==> config.mk <==
export PLATFORM = sky130hd
export DESIGN_NAME = dms_scan_ctrl
export DESIGN_NICKNAME = d
export VERILOG_FILES = /design/src/rtl/dms_scan_ctrl_pkg.sv /design/src/rtl/dms_hold_timer.sv /design/src/rtl/dms_scan_ctrl.sv
export SDC_FILE = /design/constraint.sdc
export NUM_CORES = 1
export LEC_CHECK = 0
export BUFFER_PORTS_ARGS = -buffer_cell sky130_fd_sc_hd__buf_2
export CAP_MARGIN = 40
export CORE_ASPECT_RATIO = 0.5
export CORE_MARGIN = 2
export CORE_UTILIZATION = 30
export CTS_CLUSTER_SIZE = 20
export DETAILED_ROUTE_END_ITERATION = 6
export GPL_TIMING_DRIVEN = 0
export PLACE_DENSITY = 0.46
export REMOVE_ABC_BUFFERS = 1
export SYNTH_ARGS = -nofsm -noshare
export SYNTH_HDL_FRONTEND = slang
export SYNTH_SLANG_ARGS = --single-unit
==> constraint.sdc <==
create_clock -name clk -period 1.9 [get_ports clk]
set_clock_uncertainty 0.15 [all_clocks]
set_input_delay 0.285 -clock clk [delete_from_list [all_inputs] [get_ports clk]]
set_output_delay 0.285 -clock clk [all_outputs]
set_load 0.1 [all_outputs]
==> src/rtl/dms_scan_ctrl_pkg.sv <==
// Shared constants for the dms scan controller: FSM encodings, last slot address and
// hold-counter defaults.
package dms_scan_ctrl_pkg;

  localparam logic [1:0] DMS_S_IDLE  = 2'd0;
  localparam logic [1:0] DMS_S_DRIVE = 2'd1;
  localparam logic [1:0] DMS_S_DONE  = 2'd2;

  localparam logic [1:0] DMS_LAST_ADR = 2'd3;

  localparam int unsigned DMS_HOLD_DEFAULT = 20;
  localparam int unsigned DMS_CNT_W        = 8;

endpackage

==> src/rtl/dms_hold_timer.sv <==
// Clear/enable slot-hold counter; expire is high on the last cycle of a slot and the
// count wraps back to zero on the following edge.
module dms_hold_timer
  import dms_scan_ctrl_pkg::*;
#(
  parameter int unsigned HOLD_CYCLES = DMS_HOLD_DEFAULT
) (
  input  logic clk,
  input  logic rst_n,
  input  logic clr,
  input  logic en,
  output logic expire
);

  localparam logic [DMS_CNT_W-1:0] LastCount = DMS_CNT_W'(HOLD_CYCLES - 1);

  logic [DMS_CNT_W-1:0] cnt_q, cnt_d;

  assign expire = (cnt_q == LastCount);

  always_comb begin
    cnt_d = cnt_q;
    if (clr) begin
      cnt_d = '0;
    end else if (en) begin
      cnt_d = expire ? '0 : cnt_q + DMS_CNT_W'(1);
    end
  end

  always_ff @(posedge clk or negedge rst_n) begin
    if (!rst_n) begin
      cnt_q <= '0;
    end else begin
      cnt_q <= cnt_d;
    end
  end

endmodule

==> src/rtl/dms_scan_ctrl.sv <==
// Drives the dms demux: captures a 4-bit word on start and presents word[adr] for
// HOLD_CYCLES cycles per address 0..3, then pulses done. All outputs are registered.
module dms_scan_ctrl
  import dms_scan_ctrl_pkg::*;
#(
  parameter int unsigned HOLD_CYCLES = DMS_HOLD_DEFAULT
) (
  input  logic       clk,
  input  logic       rst_n,
  input  logic       start,
  input  logic [3:0] word,
  output logic       line,
  output logic [1:0] adr,
  output logic       slot_valid,
  output logic       busy,
  output logic       done
);

  logic [1:0] state_q, state_d;
  logic [3:0] word_q, word_d;
  logic [1:0] adr_q, adr_d;
  logic       line_q, line_d;
  logic       valid_q, valid_d;
  logic       busy_q, busy_d;
  logic       done_q, done_d;
  logic       tmr_clr, tmr_en, tmr_expire;
  logic [1:0] adr_nxt;

  dms_hold_timer #(
    .HOLD_CYCLES(HOLD_CYCLES)
  ) u_hold_timer (
    .clk   (clk),
    .rst_n (rst_n),
    .clr   (tmr_clr),
    .en    (tmr_en),
    .expire(tmr_expire)
  );

  assign adr_nxt = adr_q + 2'd1;

  always_comb begin
    state_d = state_q;
    word_d  = word_q;
    adr_d   = adr_q;
    line_d  = line_q;
    valid_d = valid_q;
    busy_d  = busy_q;
    done_d  = 1'b0;
    tmr_clr = 1'b0;
    tmr_en  = 1'b0;
    unique case (state_q)
      DMS_S_DRIVE: begin
        tmr_en = 1'b1;
        if (tmr_expire) begin
          if (adr_q == DMS_LAST_ADR) begin
            state_d = DMS_S_DONE;
            adr_d   = 2'd0;
            line_d  = 1'b0;
            valid_d = 1'b0;
            busy_d  = 1'b0;
            done_d  = 1'b1;
          end else begin
            adr_d  = adr_nxt;
            line_d = word_q[adr_nxt];
          end
        end
      end
      default: begin
        // IDLE and DONE both accept start; DONE gives back-to-back scans.
        adr_d   = 2'd0;
        valid_d = start;
        busy_d  = start;
        if (start) begin
          state_d = DMS_S_DRIVE;
          word_d  = word;
          line_d  = word[0];
          tmr_clr = 1'b1;
        end else begin
          state_d = DMS_S_IDLE;
          line_d  = 1'b0;
        end
      end
    endcase
  end

  always_ff @(posedge clk or negedge rst_n) begin
    if (!rst_n) begin
      state_q <= DMS_S_IDLE;
      word_q  <= '0;
      adr_q   <= '0;
      line_q  <= 1'b0;
      valid_q <= 1'b0;
      busy_q  <= 1'b0;
      done_q  <= 1'b0;
    end else begin
      state_q <= state_d;
      word_q  <= word_d;
      adr_q   <= adr_d;
      line_q  <= line_d;
      valid_q <= valid_d;
      busy_q  <= busy_d;
      done_q  <= done_d;
    end
  end

  assign line       = line_q;
  assign adr        = adr_q;
  assign slot_valid = valid_q;
  assign busy       = busy_q;
  assign done       = done_q;

endmodule

# After elaboration in Yosys (flattened, before gate mapping)
# Cells that the tools add are included.
# op_classes
n_addsub,2
magnitude_cmp,1
eq_ne,5
n_mux,25
n_bitwise,1
reduce_logical,3
# ops
op,count
$mux 8,3
$mux 1,15
$mux 2,6
$add 8x1->8 const B,1
$eq 8x5->1 const B,1
$reduce_and 2->1,2
$lt 2x3->1 const B,1
$add 2x1->2 const B,1
$bmux 1 s2,1
$eq 2x1->1 const B,1
$eq 2x2->1 const B,1
$ne 2x1->1 const B,1
$ne 2x2->1 const B,1
$reduce_bool 2->1,1
$not 1->1,1
# totals
ff_bits,19
inputBits,7
out_inout_bits,6
elab_cells,44

# Longest topological paths before layout
# depth
word_depth,6
depth_mapped,6

# By module
# From an unflattened synthesis, not the netlist that was laid out.
# hier_totals
cells_unflattened,84
hier_area_um2,888.4
# modules_own_cells
mod,instances,cells_each,area_per_inst_um2
dms_hold_timer,1,46,449.2
dms_scan_ctrl,1,38,439.2

# Worst setup path before layout
# No wires, ideal clock.
# synth_timing
path_type,register -> register
startpoint,register adr_q[0] (netlist: adr[0])
endpoint,register line_q (netlist: line)
setup_time_ns,0.129
arrival_time_ns,2.014
t_required_ns,1.621
slack_ns,-0.393
stages_incl_launch_ff,6
path_buffers,0
synth_period_minus_slack_ns,2.293
path_cell_list,dfrtp_1 > ha_1 > mux4_2 > and4_2 > a21oi_1 > o21ai_0
# synth_via
elab_chain_len,6
word_cells_on_any_way,7
classes_between,1 x add/sub; 1 x eq/ne; 5 x mux
# synth_lines
element,line,rtl
from (decl),dms_scan_ctrl.sv:21,"logic [1:0] adr_q, adr_d;"
from (signal assigned),dms_scan_ctrl.sv:98,adr_q <= adr_d;
$add 2x1->2,dms_scan_ctrl.sv:39,assign adr_nxt = adr_q + 2'd1;
$bmux 1 s2,dms_scan_ctrl.sv:64,line_d = word_q[adr_nxt];
$mux 1 (implied by the code),dms_scan_ctrl.sv:64,
$mux 1 (*),dms_scan_ctrl.sv:55,if (adr_q == DMS_LAST_ADR) begin
$mux 1 (*),dms_scan_ctrl.sv:54,if (tmr_expire) begin
$mux 1 (*),dms_scan_ctrl.sv:51,unique case (state_q)
to (signal assigned),dms_scan_ctrl.sv:99,line_q <= line_d;
to (decl),dms_scan_ctrl.sv:22,"logic line_q, line_d;"
# Mark *: on every way between the ends. The rest lies on a longest branch, timed or not. The select of a mux whose other input is x is not followed.
# A chain may end at the register's enable or synchronous reset.

# Final worst setup path
# layout_timing
startpoint,register u_hold_timer.cnt_q[1]
endpoint,register adr_q[0] (netlist: adr[0])
# layout_via
elab_chain_len,2
# layout_lines
element,line,rtl
from (decl),dms_hold_timer.sv:17,"logic [DMS_CNT_W-1:0] cnt_q, cnt_d;"
from (signal assigned),dms_hold_timer.sv:34,cnt_q <= cnt_d;
$eq 8x5->1,dms_hold_timer.sv:19,assign expire = (cnt_q == LastCount);
$ne 2x1->1 (no line),-,
# No other way between the ends.

==> impl_metrics.yaml <==
run_status:
  status: "complete, no violations"
yosys:
  yosysWarnings: 0
  synthAdderAreaFrac_pct: 4.21
  synth_seq_cells: 18
  netlist_top_cells_count: "dfrtp_1 (18), nand2_1 (9), a21oi_1 (5), a31oi_1 (5), nand3_1 (5)"
  seq_area_frac_synth_pct: 50.6
  synth_area_um2: 891
  synth_top_family_by_area: "simple AND/OR/NAND/NOR gates"
  postSynth.asyncResetShare_pct: 100
  synth_mux_area_share_pct: 8.71
  synth_top_area_share_pct: 50.6
  yosysUniqueCellTypes: 29
  netlist.top_cell.by_area: "dfrtp_1"
  synth_area_leaders: "dfrtp_1 (51%), mux2_2 (5.1%), ha_1 (4.2%)"
  synth_edf_count: 0
  synthXorXnorAreaFrac_pct: 0
  yosysMostFrequentCell: "dfrtp_1"
  synth_cells: 82
  synthSimpleGateAreaFrac_pct: 20.9
  synth_area_per_cell_um2: 10.9
  yosys_most_used_dff: "dfrtp_1"
  synth_compound_area_share_pct: 11.5
hold_path:
  hp-class: "in -> reg"
setup_path:
  worstPathArrival_ns: 1.82
  cp.required_ns: 1.93
  start_kind: "flip-flop"
  crit_family: "simple AND/OR/NAND/NOR gates"
  worst-path-buf-inv: 0
  cp_max_fo: 6
  slowest_stage: "dfrtp_1"
  path_cells: "ha_2 > nor4b_4 > nand2_2 > or3_1 > a21oi_2"
  end_kind: "flip-flop"
  cp_slowest_stage_delay_ns: 0.38
  crit_type: "reg -> reg"
detailed_routing:
  first_pass_iters: 4
  drcViolationCount: 0
  drt_iter0_drc: 28
  wl_met3_um: 55
  wl_per_cell_um: 13.0
  routed.top_layer: "met3"
  wirelength_mm: 1.75
  met2_length_um: 838
  ant_nets: 0
  vias_per_cell: 4.82
  wl_met1_um: 853
  vias: 646
place:
  dp_hpwl_mm: 1.22
  placed_cells: 126
  io_buffer_count: 12
  gp_congestion: 0.754
finish:
  multiInputGateArea_um2: 410
  n_fill_cell: 280
  seqCellArea_um2: 450
  syn2layout_area_growth_pct: 18.8
  drive_gt1_share_pct: 32.0
  n_antenna_cell: 0
  stdcell_count: 134
  final_nets: 108
die:
  die_w_um: 81.1
  fp.dieArea_um2: 3450
  io_pins: 13
  core_area_um2: 2700
  start_util_pct: 33.0
  die_h_um: 42.5
  fp-row-count: 13
sta:
  finalHoldViolations: 0
  fmaxAchievable_mhz: 559
  tightest_slew_ns: 0.483
  slew_violations: 0
  period_needed_ns: 1.79
  setup_violations: 0
  maxSlewHeadroom_pct: 67.8
  fin_crit_sh_pct: 94.2
  rsz0062_at_grt: "yes"
clocking:
  cts_buffers: 3
  cts_tree: "built"
  clock_path_buffers: 2
  root_buffer: "clkbuf_8"
  htree_levels: 1
  clock-sinks: 18
  clk_pin_slew_ns: 0.07
  clk_latency_ns: 0.25
pwr:
  vdd.ir_drop.worst_mv: 0.441
  power_per_cell_area_nw_per_um2: 672
  leakage_nw: 0.485
  power.total_w: 0.000711
flow_run:
  maxCapViolCount: 0
global_route:
  grt_overflow: 0
  first_global_vias: 668
  grt_max_degree: 19
  grt_first_pass_wirelength_mm: 3.08
  track_usage_pct: 12.0
  antenna_found_initial: 0
## worst reg2reg max path, delay by kind of cell (launching register included)
kind	cells	cell delay, ns
and+or+nand+nor	3	0.85
DFF	1	0.38
adders and majority gates	1	0.21
AOI/OAI and AO/OA	1	0.13
## cells in the final DEF (no fill, tap or decap), types with 3 or more instances in the layout
cell type / Yosys / layout
nand2b_1: 3 / 3
buf_4: 1 / 3
clkbuf_8: 0 / 4
a21oi_1: 5 / 4
nand2_1: 9 / 9
mux2_2: 4 / 4
dfrtp_1: 18 / 18
a31oi_1: 5 / 5
nand3_1: 5 / 5
buf_2: 2 / 12
o21ai_0: 4 / 4
nor2_1: 4 / 4
## metal layers
layer | vias up | track usage (%)
met5 | - | 0
met4 | 0 | 2.03
met3 | 0 | 5.17
met2 | 7 | 20.5
met1 | 317 | 14.1
li1 | 322 | -
## cell families (layout without fill, tap and decap cells)
| kind of cell | after synthesis | after routing |
|---|---|---|
| AO/OA/AOI/OAI | 17 | 17 |
| adder cells (fa/ha/maj) | 3 | 3 |
| buffers and inverters | 6 | 21 |
| flip-flops | 18 | 18 |
| multiplexers | 6 | 6 |
| AND/OR/NAND/NOR | 32 | 32 |
## layout make-up
class | count | area share [%]
clock buffers | 4 | 5.20
repair buffers | 16 | 8.75
inverters | 1 | 0.355
flip-flops and latches | 18 | 42.6
well taps | 37 | 4.37
multi-input cells | 58 | 38.8
## sequential cells by signal, summed over array words and instances, names as in the netlist
signal and cells:
done 1, state_q 2, adr 2, u_hold_timer.cnt_q 8, line 1, word_q 4
## what timing repair did
| item | in CTS | in global routing |
|---|---|---|
| buffers inserted | 0 | 3 |
| setup endpoints to repair | 7 | 4 |
| hold endpoints to repair | 18 | 0 |
| hold buffers | 1 | 0 |
| pin swaps | 0 | 2 |
| gates resized for setup | 1 | 1 |
## power by group
| part | switching (W) | internal [W] | total [W] |
|---|---|---|---|
| clock | 0.000129 | 0.000184 | 0.000313 |
| sequential | 0 | 0.000383 | 0.000383 |
| combinational | 0.00000940 | 0.00000606 | 0.0000155 |
| total | 0.000138 | 0.000573 | 0.000711 |
## through the flow
step | utilization [%] | setup TNS, ns | setup slack (ns) | hold WS, ns | area (µm²)
global route | 39.2 | -0.0354 | -0.0261 | 0.107 | 1060
floorplan | - | -16.73 | -1.24 | -0.161 | 858
CTS | 38.3 | 0 | 0.0844 | 0.107 | 1030
global placement | 35.7 | -0.230 | -0.104 | 0.0817 | 965
finish | 39.2 | 0 | 0.110 | 0.112 | 1060
detailed placement | 35.7 | -0.354 | -0.135 | 0.0896 | 965
## worst paths after layout
path                                       startpoint          to  slack [ns]  cells after the start
worst min register to register              word_q[0]   word_q[0]        0.34                      2
min in group asynchronous                       rst_n   word_q[3]        0.34                      2
worst max-delay path            u_hold_timer.cnt_q[1]      adr[0]        0.11                      5
worst max register to register  u_hold_timer.cnt_q[1]      adr[0]        0.11                      5
worst min-delay path                          word[2]   word_q[2]        0.11                      2
max in group asynchronous                       rst_n  state_q[1]        0.97                      2
Power figures use the tool's default switching activity.
